<file path="config.mk">
export PLATFORM = sky130hd
export DESIGN_NAME = pipeline_ctrl_unit
export DESIGN_NICKNAME = d
export VERILOG_FILES = /design/src/rtl/pipe_ctrl_pkg.sv /design/src/rtl/pipe_perf_cnt.sv /design/src/rtl/pipeline_ctrl_unit.sv
export SDC_FILE = /design/constraint.sdc
export NUM_CORES = 1
export LEC_CHECK = 0
export ABC_AREA = 1
export CAP_MARGIN = 20
export CORE_MARGIN = 2
export CORE_UTILIZATION = 30
export DETAILED_ROUTE_END_ITERATION = 8
export HOLD_SLACK_MARGIN = 0.02
export PLACE_DENSITY = 0.76
export SYNTH_ARGS = -nofsm -noshare
export SYNTH_HDL_FRONTEND = slang
export SYNTH_SLANG_ARGS = --single-unit
</file>
<file path="constraint.sdc">
create_clock -name clk -period 1.6 [get_ports clk]
set_input_delay 0.32 -clock clk [delete_from_list [all_inputs] [get_ports clk]]
set_output_delay 0.32 -clock clk [all_outputs]
set_load 0.01 [all_outputs]
</file>
<file path="src/rtl/pipe_ctrl_pkg.sv">
// Shared types for the pipeline stall/flush scheduler: FSM states, mul/div
// counter width and the packed per-stage enable/flush bundle with its presets.
package pipe_ctrl_pkg;

  localparam int MD_CNT_W = 4;

  typedef enum logic [1:0] {
    RUN     = 2'd0,
    LU_HOLD = 2'd1,
    MD_WAIT = 2'd2
  } pipe_state_t;

  // Field order fixes the bit layout of the presets below (pc_we is the MSB).
  typedef struct packed {
    logic pc_we;
    logic if_id_we;
    logic if_id_flush;
    logic id_ex_we;
    logic id_ex_flush;
    logic ex_mem_we;
    logic ex_mem_flush;
    logic mem_wb_we;
  } stage_ctrl_t;

  localparam stage_ctrl_t CTRL_FROZEN = 8'b0000_0000;
  localparam stage_ctrl_t CTRL_RUN    = 8'b1101_0101;
  localparam stage_ctrl_t CTRL_MD     = 8'b0000_0111;
  localparam stage_ctrl_t CTRL_BR     = 8'b1111_1101;
  localparam stage_ctrl_t CTRL_LU     = 8'b0001_1101;

  function automatic logic flush_any(input stage_ctrl_t c);
    return c.if_id_flush | c.id_ex_flush | c.ex_mem_flush;
  endfunction

endpackage

</file>
<file path="src/rtl/pipe_perf_cnt.sv">
// Stall-cycle and flush-event performance counters; both wrap and clear on rst.
module pipe_perf_cnt #(
  parameter int CNT_W = 32
) (
  input  logic             clk,
  input  logic             rst,
  input  logic             stall_evt,
  input  logic             flush_evt,
  output logic [CNT_W-1:0] stall_cycles,
  output logic [CNT_W-1:0] flush_events
);

  logic [CNT_W-1:0] stall_cnt_r;
  logic [CNT_W-1:0] flush_cnt_r;

  // Event counters, free-running with natural wrap.
  always_ff @(posedge clk) begin
    if (rst) begin
      stall_cnt_r <= {CNT_W{1'b0}};
      flush_cnt_r <= {CNT_W{1'b0}};
    end else begin
      if (stall_evt) begin
        stall_cnt_r <= stall_cnt_r + CNT_W'(1);
      end
      if (flush_evt) begin
        flush_cnt_r <= flush_cnt_r + CNT_W'(1);
      end
    end
  end

  assign stall_cycles = stall_cnt_r;
  assign flush_events = flush_cnt_r;

endmodule

</file>
<file path="src/rtl/pipeline_ctrl_unit.sv">
// Stall/flush scheduler for the 5-stage pipeline (mem wait > mul/div > branch > load-use).
// Optional performance counters are built when PIPE_PERF_CNT_EN is defined.
`ifndef RegAddrBus
`define RegAddrBus 4:0
`endif

module pipeline_ctrl_unit
  import pipe_ctrl_pkg::*;
#(
  parameter int MULDIV_LAT = 4,
  parameter int CNT_W      = 32
) (
  input  logic               clk,
  input  logic               rst,
  input  logic               im_stall,
  input  logic               dm_stall,
  input  logic               ID_EX_MemRead,
  input  logic [`RegAddrBus] ID_EX_Rt,
  input  logic [4:0]         IF_ID_Rs,
  input  logic [4:0]         IF_ID_Rt,
  input  logic               branch_taken,
  input  logic               muldiv_req,
  output logic               pc_we,
  output logic               if_id_we,
  output logic               if_id_flush,
  output logic               id_ex_we,
  output logic               id_ex_flush,
  output logic               ex_mem_we,
  output logic               ex_mem_flush,
  output logic               mem_wb_we,
  output logic [CNT_W-1:0]   stall_cycles,
  output logic [CNT_W-1:0]   flush_events
);

  // Counter is loaded on the first stall cycle, so it spans MULDIV_LAT-2 more.
  localparam logic [MD_CNT_W-1:0] MD_LOAD = MD_CNT_W'(MULDIV_LAT - 2);

  pipe_state_t          state_r, state_s;
  logic [MD_CNT_W-1:0]  md_cnt_r, md_cnt_s;
  logic                 br_pend_r, br_pend_s;
  logic                 mem_stall_s;
  logic                 hazard_s;
  logic                 br_eff_s;
  logic                 md_stall_s;
  stage_ctrl_t          ctrl_s;

  assign mem_stall_s = im_stall | dm_stall;
  assign br_eff_s    = branch_taken | br_pend_r;
  assign hazard_s    = ID_EX_MemRead && (ID_EX_Rt != 5'd0) &&
                       ((ID_EX_Rt == IF_ID_Rs) || (ID_EX_Rt == IF_ID_Rt));
  assign md_stall_s  = ((state_r != MD_WAIT) && muldiv_req) ||
                       ((state_r == MD_WAIT) && (md_cnt_r != MD_CNT_W'(0)));

  // Priority arbitration: stage controls plus next FSM/counter/pending-branch.
  always_comb begin
    state_s   = state_r;
    md_cnt_s  = md_cnt_r;
    br_pend_s = br_pend_r;
    ctrl_s    = CTRL_RUN;
    if (rst) begin
      ctrl_s    = CTRL_FROZEN;
      state_s   = RUN;
      md_cnt_s  = MD_CNT_W'(0);
      br_pend_s = 1'b0;
    end else if (mem_stall_s) begin
      ctrl_s    = CTRL_FROZEN;
      br_pend_s = br_pend_r | branch_taken;
    end else if (md_stall_s) begin
      ctrl_s  = CTRL_MD;
      state_s = MD_WAIT;
      if (state_r == MD_WAIT) begin
        md_cnt_s = md_cnt_r - MD_CNT_W'(1);
      end else begin
        md_cnt_s = MD_LOAD;
      end
    end else if (br_eff_s) begin
      ctrl_s    = CTRL_BR;
      br_pend_s = 1'b0;
      state_s   = RUN;
    end else if ((state_r == RUN) && hazard_s) begin
      ctrl_s  = CTRL_LU;
      state_s = LU_HOLD;
    end else begin
      ctrl_s  = CTRL_RUN;
      state_s = RUN;
    end
  end

  // Scheduler state registers.
  always_ff @(posedge clk) begin
    if (rst) begin
      state_r   <= RUN;
      md_cnt_r  <= MD_CNT_W'(0);
      br_pend_r <= 1'b0;
    end else begin
      state_r   <= state_s;
      md_cnt_r  <= md_cnt_s;
      br_pend_r <= br_pend_s;
    end
  end

  assign pc_we        = ctrl_s.pc_we;
  assign if_id_we     = ctrl_s.if_id_we;
  assign if_id_flush  = ctrl_s.if_id_flush;
  assign id_ex_we     = ctrl_s.id_ex_we;
  assign id_ex_flush  = ctrl_s.id_ex_flush;
  assign ex_mem_we    = ctrl_s.ex_mem_we;
  assign ex_mem_flush = ctrl_s.ex_mem_flush;
  assign mem_wb_we    = ctrl_s.mem_wb_we;

`ifdef PIPE_PERF_CNT_EN
  logic stall_evt_s;
  logic flush_evt_s;

  assign stall_evt_s = ~ctrl_s.pc_we & ~rst;
  assign flush_evt_s = flush_any(ctrl_s);

  pipe_perf_cnt #(
    .CNT_W(CNT_W)
  ) u_perf (
    .clk          (clk),
    .rst          (rst),
    .stall_evt    (stall_evt_s),
    .flush_evt    (flush_evt_s),
    .stall_cycles (stall_cycles),
    .flush_events (flush_events)
  );
`else
  assign stall_cycles = {CNT_W{1'b0}};
  assign flush_events = {CNT_W{1'b0}};
`endif

endmodule

</file>
## Word level (Yosys, flattened, before mapping)

Index checks and enable logic that the tools add are counted.

- Add/subtract/negate cells: 1
- Eq/ne operators: 5
- Multiplexer cells: 12
- Bitwise gates (word level): 3
- Reduce and logical (&&, ||, !) cells: 13

Operators with widths:

| operator | number |
|---|---|
| $mux W8 | 5 |
| $eq A5 B5 Y1 | 2 |
| $logic_and A1 B1 Y1 | 5 |
| $mux W1 | 5 |
| $reduce_bool A5 Y1 | 1 |
| $mux W4 | 1 |
| $ne A2 B2 Y1 const B | 2 |
| $reduce_and A2 Y1 | 2 |
| $reduce_bool A4 Y1 | 1 |
| $sub A4 B1 Y4 const B | 1 |
| $eq A2 B2 Y1 const B | 1 |
| $logic_not A2 Y1 | 1 |
| $logic_or A1 B1 Y1 | 2 |
| $mux W2 | 1 |
| $or A1 B1 Y1 | 2 |
| $reduce_bool A2 Y1 | 1 |
| $not A1 Y1 | 1 |

- Flip-flop bits (word level): 7
- Bits of input ports: 22
- Output and inout port bits: 72
- Logic and storage cells: 37

## Depth between registers and ports, before layout

- Depth after elaboration: 9
- Mapped depth: 10
- Gate-level depth less buffers: 9

## Least setup slack after synthesis

OpenSTA, ideal clock, no wires.

- Path kind: flip-flop to output port
- From: reg md_cnt_r[0]
- To: out pc_we
- Arrival time: 1.294 ns
- Data required time: 1.280 ns
- Setup slack: -0.014 ns
- Stages on the path, launching flop included: 10
- Buffers on the path: 1
- Cells stage by stage: dfxtp_1 > inv_1 > ha_1 > nand3_2 > a21oi_4 > nand2_1 > inv_2 > nand2_1 > inv_1 > buf_4

- Longest elaborated chain between the ends: 6

Ends and longest elaborated chain:

| item | line | text |
|---|---|---|
| start, declared | pipeline_ctrl_unit.sv:39 | `logic [MD_CNT_W-1:0] md_cnt_r, md_cnt_s;` |
| start signal, assigned | pipeline_ctrl_unit.sv:97 | `md_cnt_r <= md_cnt_s;` |
| $reduce_bool A4 Y1 | pipeline_ctrl_unit.sv:52 | `((state_r == MD_WAIT) && (md_cnt_r != MD_CNT_W'(0)));` |
| $logic_and A1 B1 Y1 | pipeline_ctrl_unit.sv:52 |  |
| $logic_or A1 B1 Y1 | pipeline_ctrl_unit.sv:51 | `assign md_stall_s = ((state_r != MD_WAIT) && muldiv_req) \|\|` |
| $mux W8 | pipeline_ctrl_unit.sv:68 | `end else if (md_stall_s) begin` |
| $mux W8 | pipeline_ctrl_unit.sv:65 | `end else if (mem_stall_s) begin` |
| $mux W8 | pipeline_ctrl_unit.sv:60 | `if (rst) begin` |
| end, declared | pipeline_ctrl_unit.sv:23 | `output logic pc_we,` |

Every way passes these cells.

## Final worst setup path

- From: reg state_r[1]
- To: out if_id_we

- Longest elaborated chain between the ends: 7
- Elaborated cells between the ends (all ways): 12
- Those cells by class: 2 x eq/ne; 5 x mux; 5 x reduce/logical

Ends and longest elaborated chain:

| item | line | text |
|---|---|---|
| start, declared | pipeline_ctrl_unit.sv:38 | `pipe_state_t state_r, state_s;` |
| start signal, assigned | pipeline_ctrl_unit.sv:96 | `state_r <= state_s;` |
| $logic_not A2 Y1 | pipeline_ctrl_unit.sv:80 | `end else if ((state_r == RUN) && hazard_s) begin` |
| $logic_and A1 B1 Y1 | pipeline_ctrl_unit.sv:80 |  |
| $mux W8 | pipeline_ctrl_unit.sv:80 |  |
| $mux W8 | pipeline_ctrl_unit.sv:76 | `end else if (br_eff_s) begin` |
| $mux W8 * | pipeline_ctrl_unit.sv:68 |  |
| $mux W8 * | pipeline_ctrl_unit.sv:65 |  |
| $mux W8 * | pipeline_ctrl_unit.sv:60 |  |
| end, declared | pipeline_ctrl_unit.sv:24 | `output logic if_id_we,` |

Every way passes the cells marked *; elsewhere a longest branch is shown, timed or not.

==> metrics.md <==
| Metric | Value |
|---|---|
| Status | `finished with violations` |
| Failing checks | `setup timing` |
| RePlAce Congestion | `0.732` |
| Area Growth Syn to Fin | `31.8%` |
| Hold crit path type | `primary input to flop` |
| GR Util All Layers | `0.0913` |
| Most frequent cell on the critical path | `inv_2` |
| Peak Freq | `0.575 GHz` |
| Top cell family by delay on the critical path | `simple AND/OR/NAND/NOR gates` |
| Largest cells by area after synthesis | `buf_4, dfxtp_1, nand2_1, nor2_1, inv_1` |
| Count leader, synth | `buf_4` |
| Leak pwr | `~0.86 nW` |
| Ant. Diodes | `0` |
| DRC viols | `0` |
| Startpoint types | `flop` |
| Core area | `approximately 3600 um2` |
| WP buf/inv | `4` |
| Drt via density | `between 3 and 4` |
| GR peak layer | `met2` |
| Worst-path clk slew | `roughly 0.040 ns` |
| Met2 Use GR | `0.177` |
| FF+latch count, synth | `7` |
| Post-route setup slack | `-0.140 ns` |
| Drt initial violations | `9` |
| First-pass GRT wire length | `about 3200 um` |
| Via count | `between 900 and 1,000` |
| Layout cells sized above 1 | `0.311` |
| Hold path depth | `2` |
| Yosys top cell by area | `buf_4` |
| Register area share after synthesis | `0.125` |
| Primary FF master, synth | `dfxtp_1` |
| Crit-path slowest cell | `dfxtp_2` |
| Unrepaired setup endpoints after global routing | `yes` |
| Crit path DAT | `1.42 ns` |
| Netlist cell types | `22` |
| Dpl ws | `-0.768 ns` |
| Cell count after synthesis | `about 170` |
| FF-to-FF End | `md_cnt_r[2]` |
| Total grt overflow | `0` |
| Die W | `about 65 um` |
| Critical Path Fanout Max | `3` |
| Final Hold Viols | `0` |
| Clk sinks | `7` |
| Fin crit period | `around 1.7 ns` |
| Min-delay src | `rst` |
| Ports | `94` |
| Clock Path Buffers | `2` |
| Fin Clk Skew | `approximately 0.00032 ns` |
| Largest net degree at the start of global routing | `6` |
| Crit Path Category | `flop to output port` |
| # setup viols final | `6` |
| Critical Path RT | `around 1.3 ns` |
| Met1 Usage GRT | `0.109` |
| Worst-Skew Late Latency | `0.22 ns` |
| Synth Cell Area | `around 1100 um2` |
| Die H | `65.1 um` |
| Asr flop ratio synth | `0` |
| Maximum VDD drop | `around 0.5 mV` |
| Final slew viol count | `0` |
| Iteration count of the initial detailed-routing pass | `4` |
| Hold Path End | `md_cnt_r[1]` |
| Num CTS Buffers | `3` |
| Nets | `roughly 250` |
| Reg2reg setup slack | `around 0.08 ns` |
| FF-to-FF Start | `state_r[1]` |
| Syn avg cell area | `between 6 and 7 um2` |
| Crit. End Element | `output port` |
| FP Rows | `22` |
| Reg2Reg Depth | `11` |
| WL final | `about 2000 um` |
| Initial antenna violation count | `0` |
| CTS root buf | `clkbuf_8` |
| H-tree depth | `1` |
| Post-DRT Antenna Nets | `0` |
| Vias in the first global route | `790` |
| CTS tree | `done` |
| Die outline area | `around 4200 um2` |
| Slowest stage delay, CP | `0.31 ns` |
| HPWL after DPL | `about 1700 um` |
| M3 GR Usage | `0` |
| P per Cell Area | `roughly 510 nW/um2` |
| Cells along the critical path | `inv_2 -> nor2_4 -> or2_4 -> a21oi_4 -> nand2_2 -> inv_2 -> nand2_2 -> inv_2 -> buf_6` |
| Yosys warnings | `0` |
| Avg WL per Cell | `between 7 and 8 um` |
| Number of synthesized flops with an enable pin | `0` |
| I/O Buffers | `29` |
| Commonest cells in the netlist | `buf_4, nand2_1, nor2_1` |
| Max-cap check violation count | `0` |
| Period utilisation layout | `1.09` |
| Initial Util | `0.308` |
| Top-area cell type share of the netlist area | `0.442` |
| Total design power | `760 uW` |
==> logic make-up (layout without fill, tap and decap cells) <==
family,after synthesis,count (layout),share of synthesized area
AOI/OAI and AO/OA,8,8,0.0458
xor gates and xnor gates,4,4,0.0313
adders and majority gates,2,2,0.0223
buffers and inverters,87,80,0.513
DFF,7,7,0.125
other,1,64,0.00335
and+or+nand+nor,63,63,0.259
==> power breakdown <==
part / total (mW) / internal [mW] / switching (mW) / leakage, nW
Clock: 0.246 / 0.172 / 0.0736 / 0.0228
Sequential: 0.193 / 0.187 / 0.00574 / 0.0590
Combinational: 0.321 / 0.136 / 0.185 / 0.775
==> timing repair <==
action	CTS	global route
endpoints found under the hold margin	0	0
setup buffers	1	4
cloned	0	0
hold buffers	0	0
setup endpoints to repair	8	7
pin swaps	10	12
gates resized for setup	61	23
==> registers in the layout, summed over array words and instances (netlist names) <==
name,cells
md_cnt_r,4
state_r,2
br_pend_r,1
==> cell usage in the layout, fill, tap and decap left out, drive strengths merged <==
| cell | Yosys | routed |
|---|---|---|
| xor2 | 1 | 1 |
| nand3 | 7 | 7 |
| clkdlybuf4s50 | 0 | 2 |
| ha | 2 | 2 |
| dlygate4sd2 | 0 | 12 |
| a21oi | 6 | 6 |
| buf | 66 | 34 |
| nand4 | 2 | 2 |
| nand2 | 29 | 29 |
| nor2 | 23 | 23 |
| xnor2 | 3 | 3 |
| inv | 21 | 21 |
| conb | 1 | 64 |
| dfxtp | 7 | 7 |
| o21ai | 2 | 2 |
| or2 | 2 | 2 |
| clkdlybuf4s15 | 0 | 4 |
| dlymetal6s2s | 0 | 1 |
| clkbuf | 0 | 6 |
==> worst max path at each step <==
stage,from,endpoint,slack [ns],cells after the start
finish,state_r[1],if_id_we,-0.14,9
global route,state_r[1],pc_we,-0.21,9
CTS,state_r[1],if_id_we,-0.18,9
detailed placement,dm_stall,if_id_we,-0.77,9
global placement,dm_stall,if_id_we,-0.75,9
floorplan,md_cnt_r[0],pc_we,0.02,9
==> routing by layer <==
metal,vias to the layer above,share of wire
li1,497,-
met1,434,0.37
met2,58,0.54
met3,2,0.087
met4,0,0.0088
met5,-,0
==> stage by stage <==
step | util | hold WS [ns] | instance area, um2 | cells | setup TNS (ns)
final | 0.406 | 0.458 | 1480 | 276 | -0.648
after detailed placement | 0.377 | 0.463 | 1370 | 267 | -5.73
after CTS | 0.388 | 0.443 | 1410 | 272 | -0.811
after global placement | 0.377 | 0.455 | 1370 | 267 | -5.56
after floorplan | - | 0.389 | 1360 | 235 | 0
after global routing | 0.406 | 0.483 | 1480 | 276 | -1.04
==> area by class of cell <==
cell class,instances,area [um2]
clock buffer,4,45.0
sequential,7,145
multi-input combinational,141,698
timing repair buffer,55,449
fill,389,2160
inverter,21,78.8
tap,48,60.1
No activity file was read; power rests on OpenSTA's default activity.
